<file path="src/rtl/sweep_sequencer.sv">
// Sweep sequencer: steps frequency x tx-port x rx-port, settles the source and averages NAVG probe samples per S-parameter.
// Optional abort/aborted ports are present only when SWEEP_ABORT_EN is defined.
module sweep_sequencer #(
    parameter int NPORT  = 2,
    parameter int NPTS   = 16,
    parameter int DW     = 16,
    parameter int SETTLE = 8,
    parameter int NAVG   = 4
) (
    input  logic                                      clk,
    input  logic                                      rst,
    input  logic                                      start,
`ifdef SWEEP_ABORT_EN
    input  logic                                      abort,
    output logic                                      aborted,
`endif
    output logic                                      busy,
    output logic                                      done,
    output logic [((NPTS > 1) ? $clog2(NPTS) : 1)-1:0] freq_idx,
    output logic                                      src_en,
    output logic [$clog2(NPORT)-1:0]                  src_port,
    output logic [$clog2(NPORT)-1:0]                  probe_sel,
    input  logic                                      probe_valid,
    input  logic signed [DW-1:0]                      probe_data,
    output logic                                      res_valid,
    input  logic                                      res_ready,
    output logic signed [DW-1:0]                      res_data,
    output logic [$clog2(NPORT)-1:0]                  res_tx,
    output logic [$clog2(NPORT)-1:0]                  res_rx
);

    localparam int FW = (NPTS > 1) ? $clog2(NPTS) : 1;
    localparam int PW = $clog2(NPORT);
    localparam int SH = $clog2(NAVG);
    localparam int AW = DW + SH;
    localparam int CW = (NAVG > 1) ? $clog2(NAVG) : 1;

    localparam logic [2:0] S_IDLE    = 3'd0;
    localparam logic [2:0] S_SETTLE  = 3'd1;
    localparam logic [2:0] S_MEASURE = 3'd2;
    localparam logic [2:0] S_EMIT    = 3'd3;
    localparam logic [2:0] S_NEXT    = 3'd4;

    localparam logic [FW-1:0] F_LAST = FW'(NPTS - 1);
    localparam logic [PW-1:0] P_LAST = PW'(NPORT - 1);
    localparam logic [CW-1:0] N_LAST = CW'(NAVG - 1);
    localparam logic [7:0]    S_LAST = 8'(SETTLE - 1);
    // A zero settle time skips the SETTLE state entirely after a source change.
    localparam logic [2:0]    S_AFTER_SRC = (SETTLE == 0) ? S_MEASURE : S_SETTLE;

    logic [2:0]           state;
    logic [7:0]           settle_cnt;
    logic [CW-1:0]        avg_cnt;
    logic signed [AW-1:0] acc;
    logic signed [AW-1:0] acc_sum;
    logic signed [DW-1:0] res_next;

    assign acc_sum  = acc + AW'(probe_data);
    assign res_next = DW'(acc_sum >>> SH);

    assign busy      = (state != S_IDLE);
    assign src_en    = busy;
    assign res_valid = (state == S_EMIT);

    always_ff @(posedge clk) begin
        if (rst) begin
            state      <= S_IDLE;
            done       <= 1'b0;
            freq_idx   <= '0;
            src_port   <= '0;
            probe_sel  <= '0;
            settle_cnt <= '0;
            avg_cnt    <= '0;
            acc        <= '0;
            res_data   <= '0;
            res_tx     <= '0;
            res_rx     <= '0;
`ifdef SWEEP_ABORT_EN
            aborted    <= 1'b0;
`endif
        end else begin
            done <= 1'b0;
`ifdef SWEEP_ABORT_EN
            aborted <= 1'b0;
            // Abort overrides every state transition below except in IDLE.
            if (abort && (state != S_IDLE)) begin
                state   <= S_IDLE;
                aborted <= 1'b1;
            end else
`endif
            case (state)
                S_IDLE: begin
                    if (start && !done) begin
                        freq_idx   <= '0;
                        src_port   <= '0;
                        probe_sel  <= '0;
                        settle_cnt <= '0;
                        avg_cnt    <= '0;
                        acc        <= '0;
                        state      <= S_AFTER_SRC;
                    end
                end
                S_SETTLE: begin
                    if (settle_cnt == S_LAST) begin
                        state <= S_MEASURE;
                    end else begin
                        settle_cnt <= settle_cnt + 8'd1;
                    end
                end
                S_MEASURE: begin
                    if (probe_valid) begin
                        acc <= acc_sum;
                        if (avg_cnt == N_LAST) begin
                            res_data <= res_next;
                            res_tx   <= src_port;
                            res_rx   <= probe_sel;
                            avg_cnt  <= '0;
                            state    <= S_EMIT;
                        end else begin
                            avg_cnt <= avg_cnt + 1'b1;
                        end
                    end
                end
                S_EMIT: begin
                    if (res_ready) begin
                        state <= S_NEXT;
                    end
                end
                S_NEXT: begin
                    acc        <= '0;
                    avg_cnt    <= '0;
                    settle_cnt <= '0;
                    if (probe_sel != P_LAST) begin
                        probe_sel <= probe_sel + 1'b1;
                        state     <= S_MEASURE;
                    end else begin
                        probe_sel <= '0;
                        if (src_port != P_LAST) begin
                            src_port <= src_port + 1'b1;
                            state    <= S_AFTER_SRC;
                        end else if (freq_idx != F_LAST) begin
                            src_port <= '0;
                            freq_idx <= freq_idx + 1'b1;
                            state    <= S_AFTER_SRC;
                        end else begin
                            state <= S_IDLE;
                            done  <= 1'b1;
                        end
                    end
                end
                default: state <= S_IDLE;
            endcase
        end
    end

endmodule

</file>
<file path="config.mk">
export PLATFORM = sky130hd
export DESIGN_NAME = sweep_sequencer
export DESIGN_NICKNAME = d
export VERILOG_FILES = /design/src/rtl/sweep_sequencer.sv
export SDC_FILE = /design/constraint.sdc
export NUM_CORES = 1
export LEC_CHECK = 0
export CORE_UTILIZATION = 40
export DETAILED_ROUTE_END_ITERATION = 8
export PLACE_DENSITY_LB_ADDON = 0.25
export REMOVE_ABC_BUFFERS = 1
export SETUP_SLACK_MARGIN = 0.2
export SLEW_MARGIN = 20
export SYNTH_ARGS = -nofsm -noshare
export SYNTH_HDL_FRONTEND = slang
export SYNTH_SLANG_ARGS = --single-unit
</file>
<file path="constraint.sdc">
create_clock -name clk -period 2.7 [get_ports clk]
set_clock_uncertainty 0.15 [all_clocks]
set_input_delay 0.675 -clock clk [delete_from_list [all_inputs] [get_ports clk]]
set_output_delay 0.675 -clock clk [all_outputs]
set_load 0.01 [all_outputs]
</file>
==> results.cfg, run 1 <==
[drt]
met3_length_um = 315
vias = 3169
met2_length_um = 4050
drc_errors = 0
highest_layer = met4
drt-initial-drc-count = 144
drt-pass1-iter-count = 4
routed_wl_um = 8330
via_per_inst = 5.39
ant_nets = 0
wl_met1_um = 3820
wl_per_cell_um = 14.2

[worst_setup_path]
worstPathArrival_ns = 2.60
r2r_slack_ns = 0.30
rr_worst_depth = 8
worst_ep_required_time_ns = 2.80
critPathKind = in -> reg
critPathLaunchType = input pin
worstSetupEndpointType = flip-flop
path_max_fanout = 5

[sta]
hold_violations = 0
fin_crit_ns = 2.50
setup_viol_count_final = 0
rsz0062_at_grt = true
fmax_mhz = 400
tightest_slew_ns = 0.469
drv_slew = 0
slew_headroom = 0.686
fin_hold_ws_ns = 0.312
fin_crit_sh = 0.926

[layout]
fin_util = 0.599
multiInputGateArea_um2 = 2280
register_area_um2 = 1120
fin_nets = 527
area_delta_synth_final_pct = 46.1
diodes = 0
drive_above_1_share = 0.255
stdcell_area_um2 = 4600
num-fill-cells = 673

[place]
gp_congestion = 0.874
io_buffer_count = 48
hpwl_um = 5870
dpl_cell_area_um2 = 4100

[power]
p_per_area_nw_per_um2 = 337
leakage_nw = 1.82
peakVddDrop_uv = 196

[outcome]
status = complete, no violations

[cts]
cts.sink_count = 56
cts_made_buffers = 5
cts.clk_slew.worst_paths_ns = 0.11
insertion_delay_ns = 0.32
clockBufferDepth = 2
cts_root_buffer = clkbuf_8
htree_levels = 2
cts_tree = yes
hold_buffers = 0

[floorplanning]
die-area_um2 = 8240
initial_core_util = 0.410
io_pins = 49
coreArea_um2 = 7690
die_w_um = 90.8
num_rows = 32
die_h_um = 90.8

[logic_synthesis]
synth_ff_type = dfxtp_1
ys.warnings.count = 0
async_flop_share = 0
synth-seq-cells = 56
ys_types = 59
syn_area_um2 = 3150
synth-seq-area-share = 0.356
synthCells = 389
synth-edff-count = 0
avgSynthCellArea_um2 = 8.10

[grt]
grt_start_max_net_pins = 35
gr-total-overflow = 0
grtUsageTotal = 0.206
antenna_found_initial = 0
grt_first_pass_wirelength_um = 13800
grt_pass1_vias = 3007

[min_path]
holdPathStages = 2
hold_path.class = reg -> reg

[run]
cap_violations = 0
-- final cells by class --
type | count | share of cell area
Clock inverter | 3 | 0.00598
Tap cell | 102 | 0.0277
Inverter | 10 | 0.00815
Timing Repair Buffer | 107 | 0.204
Multi-Input combinational cell | 305 | 0.495
Sequential cell | 56 | 0.244
Clock buffer | 5 | 0.0149
-- Yosys cell counts (2+ instances only) --
cell      number  area share
or4_1          2      0.0048
and2_1         3      0.0060
o21ai_0       18       0.029
o211ai_1       2      0.0048
mux2i_1        4       0.013
inv_1         10       0.012
nand3_1       11       0.017
a21o_1         4      0.0095
nand2b_1       7       0.014
a32oi_1        2      0.0056
ha_1          20       0.079
clkbuf_1      16       0.019
dfxtp_1       56        0.36
a31oi_1        2      0.0040
a32o_1         2      0.0064
o22a_1         2      0.0056
o21a_1         2      0.0048
xor2_1         9       0.025
a21boi_0       4      0.0095
xnor2_1       11       0.031
a22oi_1        8       0.019
nand3b_1       3      0.0071
o21bai_1       2      0.0048
nor3_1        15       0.024
and3_1         6       0.012
nor2b_1        5      0.0099
nand4_1        4      0.0079
a22o_1         2      0.0056
a21oi_1       34       0.054
nand2_1       47       0.056
or3_1          7       0.014
nor4_1         5      0.0099
nor2_1        38       0.045
-- path summary, 6_finish.rpt --
kind | endpoint | start
max | res_data[15] | probe_data[9]
max reg2reg | res_data[15] | acc[4]
min | res_data[1] | res_data[1]
min reg2reg | res_data[1] | res_data[1]
-- worst max-delay path: stages --
cell and delay (ns):
dlygate4sd2_1 0.26, ha_4 0.30, and4_4 0.24, buf_4 0.12, o2111ai_4 0.15, nand2_4 0.13
o311ai_4 0.11, or3_1 0.38, a311oi_2 0.23
-- logic make-up after synthesis --
logic type,count (synthesis),share of synthesized area
AO/OA/AOI/OAI,100,0.211
flip-flops,56,0.356
adder cells (fa/ha/maj),21,0.0857
multiplexers,4,0.0127
AND/OR/NAND/NOR,160,0.245
buffers and inverters,28,0.0349
XOR/XNOR,20,0.0556
-- sequential cells by signal, indices dropped and copies added (netlist names) --
register,cells
avg_cnt,2
freq_idx,4
res_data,16
res_rx,1
done,1
settle_cnt,8
src_port,1
res_tx,1
state,3
probe_sel,1
acc,18
-- layout by cell type (no fill, tap or decap), types with 5 or more instances in the layout --
cell type	count
a21oi_1	25
a21oi_2	7
a22oi_1	8
and3_1	6
buf_4	55
clkbuf_8	5
clkdlybuf4s50_1	30
dfxtp_1	55
dlygate4sd2_1	9
ha_4	13
inv_1	9
nand2_1	44
nand2b_1	7
nand3_1	11
nor2_1	36
nor3_1	13
o21ai_0	12
or3_1	6
xnor2_1	11
xor2_1	8
-- where the power goes --
| group | switching (mW) | internal (mW) |
|---|---|---|
| logic | 0.106 | 0.104 |
| clock network | 0.314 | 0.192 |
| registers | 0.00525 | 0.829 |
| total | 0.425 | 1.13 |
-- per-stage QoR --
step | worst slack [ns] | total power, mW | cells | setup TNS (ns)
3_5_place_dp | -0.624 | 1.04 | 573 | -8.74
4_1_cts | 0.202 | 1.56 | 586 | 0
6_report | 0.199 | 1.55 | 588 | 0
5_1_grt | 0.157 | 1.61 | 588 | 0
2_1_floorplan | -0.0351 | 0.935 | 371 | -0.0351
3_3_place_gp | -0.553 | 1.04 | 573 | -8.14
-- repair_timing --
item | 4_1_cts | 5_1_grt
pin swaps | 43 | 21
endpoints found under the setup margin | 23 | 31
setup buffers | 5 | 2
hold endpoints to repair | 0 | 0
resized for setup | 60 | 36
-- routing by layer --
metal	vias up	global-route usage
met4	0	0.0591
met2	60	0.360
met3	12	0.0379
met1	1504	0.257
met5	-	0
li1	1593	-
Note: power is estimated with default switching activity, not from simulation.
==> run 2, diff against run 1 <==
--- a/config.mk
+++ b/config.mk
@@ -6,11 +6,11 @@
 export NUM_CORES = 1
 export LEC_CHECK = 0
 export CORE_UTILIZATION = 40
+export CTS_CLUSTER_SIZE = 25
 export DETAILED_ROUTE_END_ITERATION = 8
 export PLACE_DENSITY_LB_ADDON = 0.25
 export REMOVE_ABC_BUFFERS = 1
 export SETUP_SLACK_MARGIN = 0.2
-export SLEW_MARGIN = 20
 export SYNTH_ARGS = -nofsm -noshare
 export SYNTH_HDL_FRONTEND = slang
 export SYNTH_SLANG_ARGS = --single-unit
==> results of run 2 <==
The final DEF is identical to that of run 1; final timing and power are the same.
==> run 3, diff against run 2 <==
--- a/config.mk
+++ b/config.mk
@@ -8,6 +8,7 @@
 export CORE_UTILIZATION = 40
 export CTS_CLUSTER_SIZE = 25
 export DETAILED_ROUTE_END_ITERATION = 8
+export HOLD_SLACK_MARGIN = 0.08
 export PLACE_DENSITY_LB_ADDON = 0.25
 export REMOVE_ABC_BUFFERS = 1
 export SETUP_SLACK_MARGIN = 0.2
==> results of run 3 <==
The final DEF is identical to that of run 1; final timing and power are the same.
